--- src/rtl/ldpc_ber_pkg.sv ---
// Shared types and status-word field positions for the LDPC BER run sequencer.
package ldpc_ber_pkg;

    typedef enum logic [1:0] {
        ST_IDLE  = 2'd0,
        ST_RUN   = 2'd1,
        ST_DRAIN = 2'd2,
        ST_DONE  = 2'd3
    } state_e;

    typedef enum logic [1:0] {
        STOP_NONE      = 2'd0,
        STOP_TARGET    = 2'd1,
        STOP_ABORT     = 2'd2,
        STOP_ERR_LIMIT = 2'd3
    } stop_reason_e;

    localparam int unsigned STATUS_W          = 32;
    localparam int unsigned STATUS_BITERR_LSB = 0;
    localparam int unsigned STATUS_BITERR_MSB = 15;
    localparam int unsigned STATUS_FERR_BIT   = 31;
    localparam int unsigned BITERR_W          = STATUS_BITERR_MSB - STATUS_BITERR_LSB + 1;

endpackage

--- src/rtl/ldpc_ber_sat_acc.sv ---
// Saturating accumulator with synchronous clear; sticks at all-ones on overflow.
module ldpc_ber_sat_acc #(
    parameter int unsigned CNT_W = 64,
    parameter int unsigned ADD_W = 16
) (
    input  logic             clk_i,
    input  logic             reset_i,
    input  logic             clr_i,
    input  logic             en_i,
    input  logic [ADD_W-1:0] add_i,
    output logic [CNT_W-1:0] sum_o
);

    logic [CNT_W-1:0] sum_q;
    logic [CNT_W-1:0] sum_d;
    logic [CNT_W:0]   wide_c;

    // Next value: clear wins, otherwise add with carry-out saturation.
    always_comb begin
        wide_c = {1'b0, sum_q} + (CNT_W+1)'(add_i);
        sum_d  = sum_q;
        if (clr_i) begin
            sum_d = '0;
        end else if (en_i) begin
            sum_d = wide_c[CNT_W] ? '1 : wide_c[CNT_W-1:0];
        end
    end

    // Accumulator register.
    always_ff @(posedge clk_i or posedge reset_i) begin
        if (reset_i) sum_q <= '0;
        else         sum_q <= sum_d;
    end

    assign sum_o = sum_q;

endmodule

--- src/rtl/ldpc_ber_run_sequencer.sv ---
// Run-level sequencer: issues block requests with a bounded number in flight and
// accumulates per-block status. Optional frame-error early stop is built only when
// LDPC_BER_ERR_LIMIT_EN is defined.
module ldpc_ber_run_sequencer
    import ldpc_ber_pkg::*;
#(
    parameter int unsigned MAX_OUTSTANDING = 4,
    parameter int unsigned CNT_W           = 64
) (
    input  logic                clk_i,
    input  logic                reset_i,
    input  logic                start_i,
    input  logic                abort_i,
    input  logic [CNT_W-1:0]    target_blocks_i,
    input  logic [CNT_W-1:0]    target_frame_errors_i,
    output logic                ctrl_valid_o,
    input  logic                ctrl_ready_i,
    input  logic                status_valid_i,
    output logic                status_ready_o,
    input  logic [STATUS_W-1:0] status_data_i,
    output logic                busy_o,
    output logic                done_o,
    output logic [1:0]          stop_reason_o,
    output logic [CNT_W-1:0]    issued_blocks_o,
    output logic [CNT_W-1:0]    finished_blocks_o,
    output logic [CNT_W-1:0]    bit_errors_o,
    output logic [CNT_W-1:0]    frame_errors_o,
    output logic                protocol_err_o
);

    localparam int unsigned OUT_W = $clog2(MAX_OUTSTANDING + 1);

    state_e           state_q,    state_d;
    stop_reason_e     reason_q,   reason_d;
    logic [CNT_W-1:0] issued_q,   issued_d;
    logic [CNT_W-1:0] finished_q, finished_d;
    logic [CNT_W-1:0] frame_q,    frame_d;
    logic [CNT_W-1:0] tgt_blk_q,  tgt_blk_d;
    logic [OUT_W-1:0] outst_q,    outst_d;
    logic             valid_q,    valid_d;
    logic             busy_q,     busy_d;
    logic             done_q,     done_d;
    logic             perr_q,     perr_d;
    logic             acc_clr,    acc_en;

    logic             hs_ctrl, hs_stat, stat_ok, stat_ferr, pending;
    logic             err_hit, tgt_hit, can_issue;
    logic [CNT_W-1:0] issued_inc, finished_inc, frame_inc;
    logic [OUT_W-1:0] outst_upd;

`ifdef LDPC_BER_ERR_LIMIT_EN
    logic [CNT_W-1:0] tgt_ferr_q, tgt_ferr_d;
    logic             unused_c;
    assign unused_c = ^status_data_i[STATUS_FERR_BIT-1:STATUS_BITERR_MSB+1];
    assign err_hit  = (tgt_ferr_q != '0) && (frame_inc >= tgt_ferr_q);
`else
    logic             unused_c;
    assign unused_c = ^{status_data_i[STATUS_FERR_BIT-1:STATUS_BITERR_MSB+1], target_frame_errors_i};
    assign err_hit  = 1'b0;
`endif

    // Handshakes and post-update counts used for eligibility and stop checks.
    always_comb begin
        hs_ctrl      = valid_q & ctrl_ready_i;
        hs_stat      = busy_q & status_valid_i;
        stat_ok      = hs_stat & (outst_q != '0);
        stat_ferr    = stat_ok & status_data_i[STATUS_FERR_BIT];
        pending      = valid_q & ~ctrl_ready_i;
        issued_inc   = issued_q + CNT_W'(hs_ctrl);
        finished_inc = finished_q + CNT_W'(stat_ok);
        frame_inc    = frame_q + CNT_W'(stat_ferr);
        case ({hs_ctrl, stat_ok})
            2'b10:   outst_upd = outst_q + OUT_W'(1);
            2'b01:   outst_upd = outst_q - OUT_W'(1);
            default: outst_upd = outst_q;
        endcase
        tgt_hit   = issued_inc >= tgt_blk_q;
        can_issue = (issued_inc < tgt_blk_q) && (outst_upd < OUT_W'(MAX_OUTSTANDING));
    end

    // Next-state and registered-output computation.
    always_comb begin
        state_d    = state_q;
        reason_d   = reason_q;
        issued_d   = issued_inc;
        finished_d = finished_inc;
        frame_d    = frame_inc;
        outst_d    = outst_upd;
        tgt_blk_d  = tgt_blk_q;
        perr_d     = perr_q | (hs_stat & (outst_q == '0));
        valid_d    = 1'b0;
        acc_clr    = 1'b0;
        acc_en     = stat_ok;
`ifdef LDPC_BER_ERR_LIMIT_EN
        tgt_ferr_d = tgt_ferr_q;
`endif
        case (state_q)
            ST_IDLE, ST_DONE: begin
                if (start_i) begin
                    issued_d   = '0;
                    finished_d = '0;
                    frame_d    = '0;
                    outst_d    = '0;
                    perr_d     = 1'b0;
                    acc_clr    = 1'b1;
                    tgt_blk_d  = target_blocks_i;
`ifdef LDPC_BER_ERR_LIMIT_EN
                    tgt_ferr_d = target_frame_errors_i;
`endif
                    if (target_blocks_i == '0) begin
                        state_d  = ST_DONE;
                        reason_d = STOP_TARGET;
                    end else begin
                        state_d  = ST_RUN;
                        reason_d = STOP_NONE;
                        valid_d  = 1'b1;
                    end
                end
            end
            ST_RUN: begin
                if (reason_q == STOP_NONE) begin
                    if (abort_i)      reason_d = STOP_ABORT;
                    else if (err_hit) reason_d = STOP_ERR_LIMIT;
                    else if (tgt_hit) reason_d = STOP_TARGET;
                end
                // A request already on the bus is never withdrawn.
                valid_d = pending | ((reason_d == STOP_NONE) & can_issue);
                if ((reason_d != STOP_NONE) && !valid_d) state_d = ST_DRAIN;
            end
            ST_DRAIN: begin
                if (outst_upd == '0) state_d = ST_DONE;
            end
            default: state_d = ST_IDLE;
        endcase
        busy_d = (state_d == ST_RUN) || (state_d == ST_DRAIN);
        done_d = (state_d == ST_DONE);
    end

    // State and counter registers.
    always_ff @(posedge clk_i or posedge reset_i) begin
        if (reset_i) begin
            state_q    <= ST_IDLE;
            reason_q   <= STOP_NONE;
            issued_q   <= '0;
            finished_q <= '0;
            frame_q    <= '0;
            tgt_blk_q  <= '0;
            outst_q    <= '0;
            valid_q    <= 1'b0;
            busy_q     <= 1'b0;
            done_q     <= 1'b0;
            perr_q     <= 1'b0;
`ifdef LDPC_BER_ERR_LIMIT_EN
            tgt_ferr_q <= '0;
`endif
        end else begin
            state_q    <= state_d;
            reason_q   <= reason_d;
            issued_q   <= issued_d;
            finished_q <= finished_d;
            frame_q    <= frame_d;
            tgt_blk_q  <= tgt_blk_d;
            outst_q    <= outst_d;
            valid_q    <= valid_d;
            busy_q     <= busy_d;
            done_q     <= done_d;
            perr_q     <= perr_d;
`ifdef LDPC_BER_ERR_LIMIT_EN
            tgt_ferr_q <= tgt_ferr_d;
`endif
        end
    end

    ldpc_ber_sat_acc #(
        .CNT_W (CNT_W),
        .ADD_W (BITERR_W)
    ) u_bit_acc (
        .clk_i   (clk_i),
        .reset_i (reset_i),
        .clr_i   (acc_clr),
        .en_i    (acc_en),
        .add_i   (status_data_i[STATUS_BITERR_MSB:STATUS_BITERR_LSB]),
        .sum_o   (bit_errors_o)
    );

    assign ctrl_valid_o      = valid_q;
    assign status_ready_o    = busy_q;
    assign busy_o            = busy_q;
    assign done_o            = done_q;
    assign stop_reason_o     = reason_q;
    assign issued_blocks_o   = issued_q;
    assign finished_blocks_o = finished_q;
    assign frame_errors_o    = frame_q;
    assign protocol_err_o    = perr_q;

endmodule

--- config.mk ---
export PLATFORM = sky130hd
export DESIGN_NAME = ldpc_ber_run_sequencer
export DESIGN_NICKNAME = d
export VERILOG_FILES = /design/src/rtl/ldpc_ber_pkg.sv /design/src/rtl/ldpc_ber_sat_acc.sv /design/src/rtl/ldpc_ber_run_sequencer.sv
export SDC_FILE = /design/constraint.sdc
export NUM_CORES = 1
export LEC_CHECK = 0
export BUFFER_PORTS_ARGS = -buffer_cell sky130_fd_sc_hd__buf_4
export CELL_PAD_IN_SITES_DETAIL_PLACEMENT = 2
export CELL_PAD_IN_SITES_GLOBAL_PLACEMENT = 2
export CORE_MARGIN = 2
export CORE_UTILIZATION = 35
export DETAILED_ROUTE_END_ITERATION = 6
export PLACE_DENSITY = 0.94
export SYNTH_ARGS = -nofsm -noshare
export SYNTH_HDL_FRONTEND = slang
export SYNTH_HIERARCHICAL = 1
export SYNTH_SLANG_ARGS = --single-unit
--- constraint.sdc ---
create_clock -name clk_i -period 22 [get_ports clk_i]
set_clock_uncertainty 0.2 [all_clocks]
set_input_delay 4.4 -clock clk_i [delete_from_list [all_inputs] [get_ports clk_i]]
set_output_delay 4.4 -clock clk_i [all_outputs]
set_load 0.01 [all_outputs]
==> results.py, run 1 <==
metrics = {
    "status": {
        "status": "completed",
    },
    "sta": {
        "fin_crit_ns": 9.56,
        "clock.fmax_ghz": 0.105,
        "slew_headroom": 0.213,
        "fin_crit_sh": 0.435,
        "setup_violations": 0,
        "worst_pin_slew_ns": 1.18,
        "final.setup.tns_ns": 0,
        "rsz0062_at_grt": "false",
        "maxSlewViolCount": 0,
        "fin_ws_ns": 12.44,
        "hold_violations": 0,
    },
    "yosys": {
        "syn_avg_cell_area_um2": 9.23,
        "ys_seq_elements": 331,
        "synthCells": 1996,
        "yosysMostFrequentCell": "dfrtp_1",
        "synth.top_cell.area_share": 0.450,
        "synth_area_um2": 18400,
        "syn_nets": 2254,
        "synth_edf_count": 0,
        "yosysWarnings": 6,
        "synthArstFlopShare": 1.00,
        "synthTopCellsByArea": "dfrtp_1 45%, ha_1 6.1%, nor2_1 4.3%",
        "seq_area_frac_synth": 0.450,
        "yosysTopAreaCell": "dfrtp_1",
        "yosys-top-cells-count": "331 x dfrtp_1, 211 x nor2_1, 185 x nand2_1, 117 x o21ai_0, 106 x inv_1",
        "synth_flop_cell": "dfrtp_1",
        "yosys.cell_types.count": 69,
    },
    "critical_path": {
        "worstRegToRegCells": 17,
        "crit_arrival_ns": 9.80,
        "start_kind": "input pin",
        "worst_ep_required_time_ns": 22.24,
        "rrSetupSlack_ns": 15.92,
        "critPathKind": "input pin to register",
        "cp_max_fo": 7,
        "reg2reg_to": "busy_o",
        "timing.rr.start": "ctrl_valid_o",
        "endpoint_kind": "register",
    },
    "clocking": {
        "clk_pin_slew_worst_paths_ns": 0.06,
        "htree_levels": 2,
        "root_buffer": "clkbuf_16",
        "hold_buffers": 0,
        "cts_inserted_buffers": 42,
        "cts.path.max_buffers": 3,
        "post_cts_buffers": 0,
        "tritoncts": "built",
        "clock_latency_ns": 0.56,
        "cts.sinks": 331,
        "post_cts_resized": 0,
    },
    "floorplan": {
        "dieArea_um2": 54500,
        "ios": 429,
        "core_area_um2": 52300,
        "start_util": 0.352,
        "num_rows": 84,
        "die_width_um": 233,
        "die_height_um": 233,
    },
    "drt": {
        "wl_met1_um": 30600,
        "highest_layer": "met4",
        "first_iter_violations": 825,
        "drt_pass1_iterations": 5,
        "totalWireLength_um": 76200,
        "wl_met2_um": 38300,
        "wl_per_cell_um": 25.0,
        "drtAntennaViolNets": 0,
        "wl_met3_um": 3590,
        "vias": 17400,
        "vias_per_cell": 5.73,
        "remaining_drc_errors": 0,
    },
    "finish": {
        "drive_above_1_share": 0.197,
        "syn2layout_area_growth_pct": 25.2,
        "stdcell_count": 3045,
        "stdcell_area_um2": 23100,
        "nNetsFinal": 2585,
        "num_antenna_cells": 0,
    },
    "place": {
        "postPlaceCellArea_um2": 21700,
        "portBuffers": 349,
        "dp.cells": 2971,
        "post-dp-hpwl_um": 54400,
        "place_ws_ns": 12.07,
        "gp_congestion": 0.888,
    },
    "global_routing": {
        "grt_overflow": 0,
        "grt_pass1_wl_um": 118000,
        "grt_use_total": 0.276,
        "grt_pass1_vias": 19700,
        "antenna_found_initial": 1,
        "grt_max_degree": 122,
    },
    "worst_hold_path": {
        "hp-start": "tgt_blk_q[0]",
        "holdPathEnd": "tgt_blk_q[0]",
        "hold_class": "register to register",
        "whs_path_depth": 2,
    },
    "pwr": {
        "power.density_nw_per_um2": 90.7,
        "p_leak_nw": 11.0,
        "vdd_drop_max_mv": 0.0651,
        "totalPowerFinal_mw": 2.09,
    },
    "flow_run": {
        "max-cap-violations": 0,
    },
}
cells in the final DEF (no fill, tap or decap), drive strengths merged, types with 5 or more instances in the layout:
| master | n |
|---|---|
| buf | 357 |
| dfrtp | 331 |
| nor2 | 211 |
| nand2 | 185 |
| o21ai | 119 |
| inv | 107 |
| a21oi | 93 |
| ha | 90 |
| xnor2 | 87 |
| xor2 | 85 |
| and2 | 82 |
| nand3 | 80 |
| clkbuf | 64 |
| nand4 | 59 |
| nor3 | 55 |
| and3 | 54 |
| nor4 | 42 |
| and4 | 36 |
| or3 | 35 |
| a31oi | 22 |
| a211oi | 20 |
| a311oi | 18 |
| nor2b | 12 |
| a21o | 10 |
| o21a | 9 |
| o211ai | 9 |
| nand2b | 9 |
| mux2i | 8 |
| clkinv | 7 |
| o22ai | 6 |
| a41oi | 5 |
| or4 | 5 |
state kept, by name (all words and copies together), names as in the netlist:
signal and cells:
finished_blocks_o 64, frame_errors_o 64, issued_blocks_o 64, tgt_blk_q 64, u_bit_acc/sum_o 64, outst_q 3, state_q 2, stop_reason_o 2
busy_o 1, ctrl_valid_o 1, done_o 1, protocol_err_o 1
kinds of logic after synthesis:
kind of cell,Yosys count,synth area share
and+or+nand+nor,878,0.252
AOI/OAI and AO/OA,336,0.110
DFF,331,0.450
buffers and inverters,176,0.0371
xor gates and xnor gates,172,0.0818
adders and majority gates,92,0.0633
muxes,11,0.00618
worst max-delay path by stage:
stage / depth (start not counted) / from / to / slack (ns)
6_report: 18 / ctrl_ready_i / busy_o / 12.44
4_1_cts: 18 / ctrl_ready_i / busy_o / 12.57
2_1_floorplan: 1 / reset_i / busy_o / 10.05
3_3_place_gp: 18 / ctrl_ready_i / busy_o / 12.25
5_1_grt: 18 / ctrl_ready_i / busy_o / 12.12
3_5_place_dp: 17 / ctrl_ready_i / busy_o / 12.07
power by group:
group | switching (mW) | total (mW) | internal, mW
logic | 0.455 | 0.659 | 0.204
registers | 0.0487 | 0.744 | 0.695
clock network | 0.285 | 0.690 | 0.404
cell type report:
| class | count | area (µm²) |
|---|---|---|
| fill | 5638 | 29300 |
| multi-input combinational | 1489 | 9480 |
| sequential | 331 | 8280 |
| timing repair buffer | 357 | 2680 |
| clock buffer | 64 | 1290 |
| tap | 688 | 861 |
| inverter | 106 | 413 |
| clock inverter | 10 | 58.8 |
critical path, cell delays in order:
cell and delay [ns]:
buf_4 0.09, and2_1 0.14, ha_1 0.22, nand4_1 0.18, nor2_1 0.38, nand3_1 0.44
nor3_1 0.92, nand3_1 0.28, xnor2_1 0.28, ha_1 0.31, a21oi_1 0.19, o21ai_0 0.21
a211oi_1 0.43, o21ai_0 0.17, a31oi_1 0.32, a21oi_1 0.18, o41a_1 0.37, ha_1 0.30
stage by stage:
step           utilization  hold WS (ns)
2_1_floorplan            -         0.252
3_3_place_gp         0.415         0.264
3_5_place_dp         0.415         0.305
4_1_cts              0.441         0.317
5_1_grt              0.441         0.352
6_report             0.441         0.314
routing by layer:
layer  vias up  track usage
li1       7695            -
met1      8981        0.329
met2       547        0.487
met3       210       0.0420
met4         0        0.132
met5         -            0
No activity file was read; power rests on OpenSTA's default activity.
==> run 2, diff against run 1 <==
- CORE_UTILIZATION: 35 -> 33
- PLACE_DENSITY: 0.94 -> 0.9
- clock period: 22 -> 10 ns (I/O delays scaled with it)
==> results.py, run 2 (synthesis results as in run 1) <==
metrics = {
    "drt": {
        "vias": 17000,
        "drtAntennaViolNets": 0,
        "vias_per_cell": 5.49,
        "first_iter_violations": 727,
        "drt_pass1_iterations": 5,
        "totalWireLength_um": 73800,
        "wl_per_cell_um": 23.8,
        "remaining_drc_errors": 0,
    },
    "sta": {
        "maxSlewViolCount": 0,
        "fin_ws_ns": 2.85,
        "worst_pin_slew_ns": 1.10,
        "clock.fmax_ghz": 0.140,
        "rsz0062_at_grt": "false",
        "final.setup.tns_ns": 0,
        "fin_crit_ns": 7.15,
        "fin_crit_sh": 0.715,
        "setup_violations": 0,
        "whs_ns": 0.296,
        "hold_violations": 0,
        "slew_headroom": 0.268,
    },
    "finish": {
        "multi_input_area_um2": 9480,
        "drive_above_1_share": 0.198,
        "mostFrequentLayoutCells": "355 x buf_4, 331 x dfrtp_1, 210 x nor2_1",
        "num-fill-cells": 5997,
        "regArea_um2": 8280,
        "layout_commonest_cell": "buf_4",
        "nNetsFinal": 2584,
        "fin_util": 0.421,
        "syn2layout_area_growth_pct": 26.0,
    },
    "critical_path": {
        "crit_top_cell": "ha_1",
        "cp_cell_sequence": "buf_4 -> and2_1 -> ha_1 -> nand4_1 -> nor2_1 -> nand3_1 -> nor3_1 -> and4_1 -> xor2_1 -> ha_1 -> a21oi_1 -> o21ai_0 -> a221oi_1 -> nor2_1 -> a211oi_1 -> a21oi_1 -> o41a_1 -> ha_1",
        "critPathKind": "input pin to register",
        "start_kind": "input pin",
        "worst_ep_required_time_ns": 10.24,
        "endpoint_kind": "register",
        "slowest_delay_ns": 0.93,
        "cp_max_fo": 7,
        "crit_arrival_ns": 7.39,
        "crit_path_top_delay_cell": "nor3_1",
    },
    "pwr": {
        "p_leak_nw": 11.0,
        "power.density_nw_per_um2": 201,
        "vdd_drop_max_mv": 0.177,
        "totalPowerFinal_mw": 4.67,
    },
    "place": {
        "portBuffers": 349,
        "gp_congestion": 0.846,
        "place_ws_ns": 2.39,
        "post-dp-hpwl_um": 52300,
    },
    "clocking": {
        "clk_pin_slew_worst_paths_ns": 0.06,
        "clock_latency_ns": 0.57,
        "hold_buffers": 0,
        "cts.sinks": 331,
        "tritoncts": "built",
        "cts_inserted_buffers": 42,
        "cts.path.max_buffers": 3,
        "root_buffer": "clkbuf_16",
        "htree_levels": 2,
        "post_cts_resized": 0,
        "post_cts_buffers": 0,
    },
    "floorplan": {
        "num_rows": 86,
        "die_width_um": 240,
        "ios": 429,
        "die_height_um": 240,
        "core_area_um2": 55100,
        "dieArea_um2": 57700,
        "start_util": 0.334,
    },
    "status": {
        "status": "completed",
    },
    "global_routing": {
        "grt_overflow": 0,
        "grt_pass1_vias": 19300,
        "grt_max_degree": 167,
        "antenna_found_initial": 1,
        "grt_use_total": 0.255,
        "grt_pass1_wl_um": 115000,
    },
    "flow_run": {
        "max-cap-violations": 0,
    },
    "worst_hold_path": {
        "hold_class": "register to register",
    },
}
## run 2: cell count changes in the layout (fill, tap and decap cells not counted)
cell / previous run / this run
buf_12: 0 / 1
clkbuf_8: 14 / 10
bufinv_16: 0 / 4
clkinv_2: 7 / 9
buf_4: 357 / 355
diode_2: 0 / 1
clkbuf_1: 7 / 3
## run 2: critical path, delay by kind of cell
kind | cells | cell delay [ns]
simple gates | 7 | 2.48
compound gates | 6 | 1.75
fa+ha+maj | 3 | 0.81
xor+xnor | 1 | 0.25
buf+inv | 1 | 0.08
## run 2: final cells by class
class,instances,area share
clock buffers,56,0.0528
well taps,748,0.0403
inverters,106,0.0178
flip-flops and latches,331,0.357
clock inverters,16,0.00814
multi-input cells,1489,0.408
diodes,1,0.000108
repair buffers,356,0.116
## run 2: layer usage
metal / track usage / part of all wire
met4: 0.129 / 0.051
met2: 0.440 / 0.50
met1: 0.308 / 0.41
met5: 0 / 0
met3: 0.0388 / 0.042
## run 2: per-stage QoR
| stage | cell area [µm²] | cells |
|---|---|---|
| global placement | 21800 | 3030 |
| floorplan | 18400 | 1996 |
| finish | 23200 | 3103 |
| detailed placement | 21800 | 3030 |
| CTS | 23200 | 3102 |
| global route | 23200 | 3103 |
## run 2: worst paths after layout
kind	from	endpoint	slack [ns]	depth (start not counted)
max	ctrl_ready_i	busy_o	2.85	18
min	tgt_blk_q[0]	tgt_blk_q[0]	0.30	2
max reg2reg	ctrl_valid_o	busy_o	3.88	17
min reg2reg	tgt_blk_q[0]	tgt_blk_q[0]	0.30	2
max in group asynchronous	reset_i	finished_blocks_o[13]	6.72	3
min in group asynchronous	reset_i	issued_blocks_o[0]	1.33	2
## run 2: where the power goes
part	internal (mW)	switching [mW]	leakage (nW)	total, mW
clock network	0.958	0.631	0.702	1.59
logic	0.448	0.992	5.85	1.44
registers	1.53	0.110	4.48	1.64
total	2.94	1.73	11.0	4.67
==> run 3, diff against run 2 <==
- CORE_UTILIZATION: 33 -> 30
- PLACE_DENSITY: 0.9 -> 0.87
- clock period: 10 -> 6 ns (I/O delays scaled with it)
==> results.py, run 3 (synthesis results as in run 1) <==
metrics = {
    "place": {
        "portBuffers": 349,
        "post-dp-hpwl_um": 53300,
        "dp.cells": 3075,
        "postPlaceCellArea_um2": 21900,
        "gp_congestion": 0.857,
    },
    "sta": {
        "whs_ns": 0.309,
        "fin_crit_sh": 0.925,
        "worst_pin_slew_ns": 1.11,
        "rsz0062_at_grt": "false",
        "setup_violations": 0,
        "hold_violations": 0,
        "fin_crit_ns": 5.55,
        "maxSlewViolCount": 0,
        "clock.fmax_ghz": 0.180,
        "slew_headroom": 0.261,
    },
    "flow_run": {
        "max-cap-violations": 0,
    },
    "finish": {
        "mostFrequentLayoutCells": "365 x buf_4, 331 x dfrtp_1, 209 x nor2_1",
        "layout_commonest_cell": "buf_4",
        "stdcell_count": 3157,
        "drive_above_1_share": 0.204,
        "nNetsFinal": 2596,
        "stdcell_area_um2": 23500,
        "syn2layout_area_growth_pct": 27.5,
    },
    "drt": {
        "drtAntennaViolNets": 0,
        "first_iter_violations": 1015,
        "wl_per_cell_um": 23.7,
        "remaining_drc_errors": 0,
        "vias": 17100,
        "totalWireLength_um": 74800,
        "vias_per_cell": 5.43,
        "drt_pass1_iterations": 5,
    },
    "critical_path": {
        "crit_arrival_ns": 5.81,
        "critPathKind": "input pin to register",
        "slowest_delay_ns": 0.45,
        "crit_top_cell": "ha_1",
        "crit_path_top_delay_cell": "a221oi_1",
        "worst_ep_required_time_ns": 6.26,
        "start_kind": "input pin",
        "path_buf_inv": 2,
        "cp_cell_sequence": "buf_4 -> and2_1 -> ha_1 -> ha_1 -> nand3_1 -> nor2_1 -> nand3_1 -> nor2_2 -> and3_1 -> xor2_1 -> ha_1 -> and4_1 -> a221oi_1 -> nor2_1 -> a211oi_1 -> buf_4 -> a21oi_1 -> o41a_1 -> ha_1",
        "cp_max_fo": 5,
        "cpLargestDelayFamily": "simple AND/OR/NAND/NOR gates",
        "endpoint_kind": "register",
    },
    "global_routing": {
        "antenna_found_initial": 3,
        "grt_overflow": 0,
        "grt_use_total": 0.233,
        "grt_pass1_wl_um": 116000,
        "grt_pass1_vias": 19300,
        "grt_max_degree": 125,
    },
    "pwr": {
        "totalPowerFinal_mw": 7.92,
        "power.switching_mw": 2.90,
        "p_seq_frac": 0.344,
        "clockPowerShare": 0.353,
        "switching_share": 0.366,
        "power.density_nw_per_um2": 337,
        "p_int_mw": 5.02,
        "pwr-share-comb": 0.303,
        "p_leak_nw": 11.2,
        "vdd_drop_max_mv": 0.246,
    },
    "floorplan": {
        "die_height_um": 252,
        "start_util": 0.304,
        "dieArea_um2": 63400,
        "core_area_um2": 60600,
        "ios": 429,
        "num_rows": 90,
        "die_width_um": 252,
    },
    "clocking": {
        "clock_latency_ns": 0.58,
        "htree_levels": 2,
        "cts.path.max_buffers": 3,
        "tritoncts": "built",
        "clk_pin_slew_worst_paths_ns": 0.06,
        "cts_inserted_buffers": 43,
        "cts.sinks": 331,
        "root_buffer": "clkbuf_16",
    },
    "worst_hold_path": {
        "hold_class": "register to register",
    },
    "status": {
        "status": "completed",
    },
}
## run 3: changes by cell type in the layout (fill, tap and decap cells not counted), moves of 2 or more
cell      previous run  this run
buf_4              355       365
clkinv_8             0         2
clkinv_2             9         5
clkbuf_8            10        21
## run 3: worst min-delay path: stages (launching register included)
cell and delay (ns):
dfrtp_1 0.35, a31oi_1 0.05, nor2_1 0.07
## run 3: area by class of cell
cell class / instances / area [µm²]
antenna: 2 / 5.00
clock buffer: 68 / 1380
clock inverter: 12 / 176
fill: 6600 / 37100
inverter: 106 / 409
multi-input combinational: 1489 / 9480
sequential: 331 / 8280
tap: 782 / 978
timing repair buffer: 367 / 2780
## run 3: worst paths after layout
kind	start	end	slack [ns]	depth (start not counted)
setup / recovery	ctrl_ready_i	busy_o	0.45	19
hold / removal	protocol_err_o	protocol_err_o	0.31	2
hold reg to reg	protocol_err_o	protocol_err_o	0.31	2
min in group asynchronous	reset_i	issued_blocks_o[4]	0.62	2
max in group asynchronous	reset_i	frame_errors_o[63]	3.77	3
setup reg to reg	ctrl_valid_o	busy_o	0.61	18
## run 3: timing repair
action / 4_1_cts / 5_1_grt
setup buffers: 0 / 0
endpoints found under the setup margin: 0 / 1
resized for setup: 0 / 1
hold buffers: 0 / 0
## run 3: power groups by stage
stage	Sequential (mW)	Combinational (mW)	Clock (mW)
4_1_cts	2.73	2.42	2.87
6_report	2.73	2.40	2.79
2_1_floorplan	2.73	1.49	0
3_3_place_gp	2.73	2.20	0
3_5_place_dp	2.76	2.37	0
5_1_grt	2.76	2.68	2.95
## run 3: metal layers
layer	track usage	wire length, µm	vias to the layer above
li1	-	-	7706
met1	0.284	31300	8889
met2	0.409	37700	395
met3	0.0347	2860	148
met4	0.0977	2940	2
met5	0	13	-
## run 3: metrics by stage
step / utilization / TNS, ns / setup slack (ns)
4_1_cts: 0.388 / 0 / 0.396
3_5_place_dp: 0.362 / -0.276 / -0.188
3_3_place_gp: 0.362 / 0 / 0.0886
5_1_grt: 0.388 / 0 / 0.0532
6_report: 0.388 / 0 / 0.450
2_1_floorplan: - / 0 / 1.04
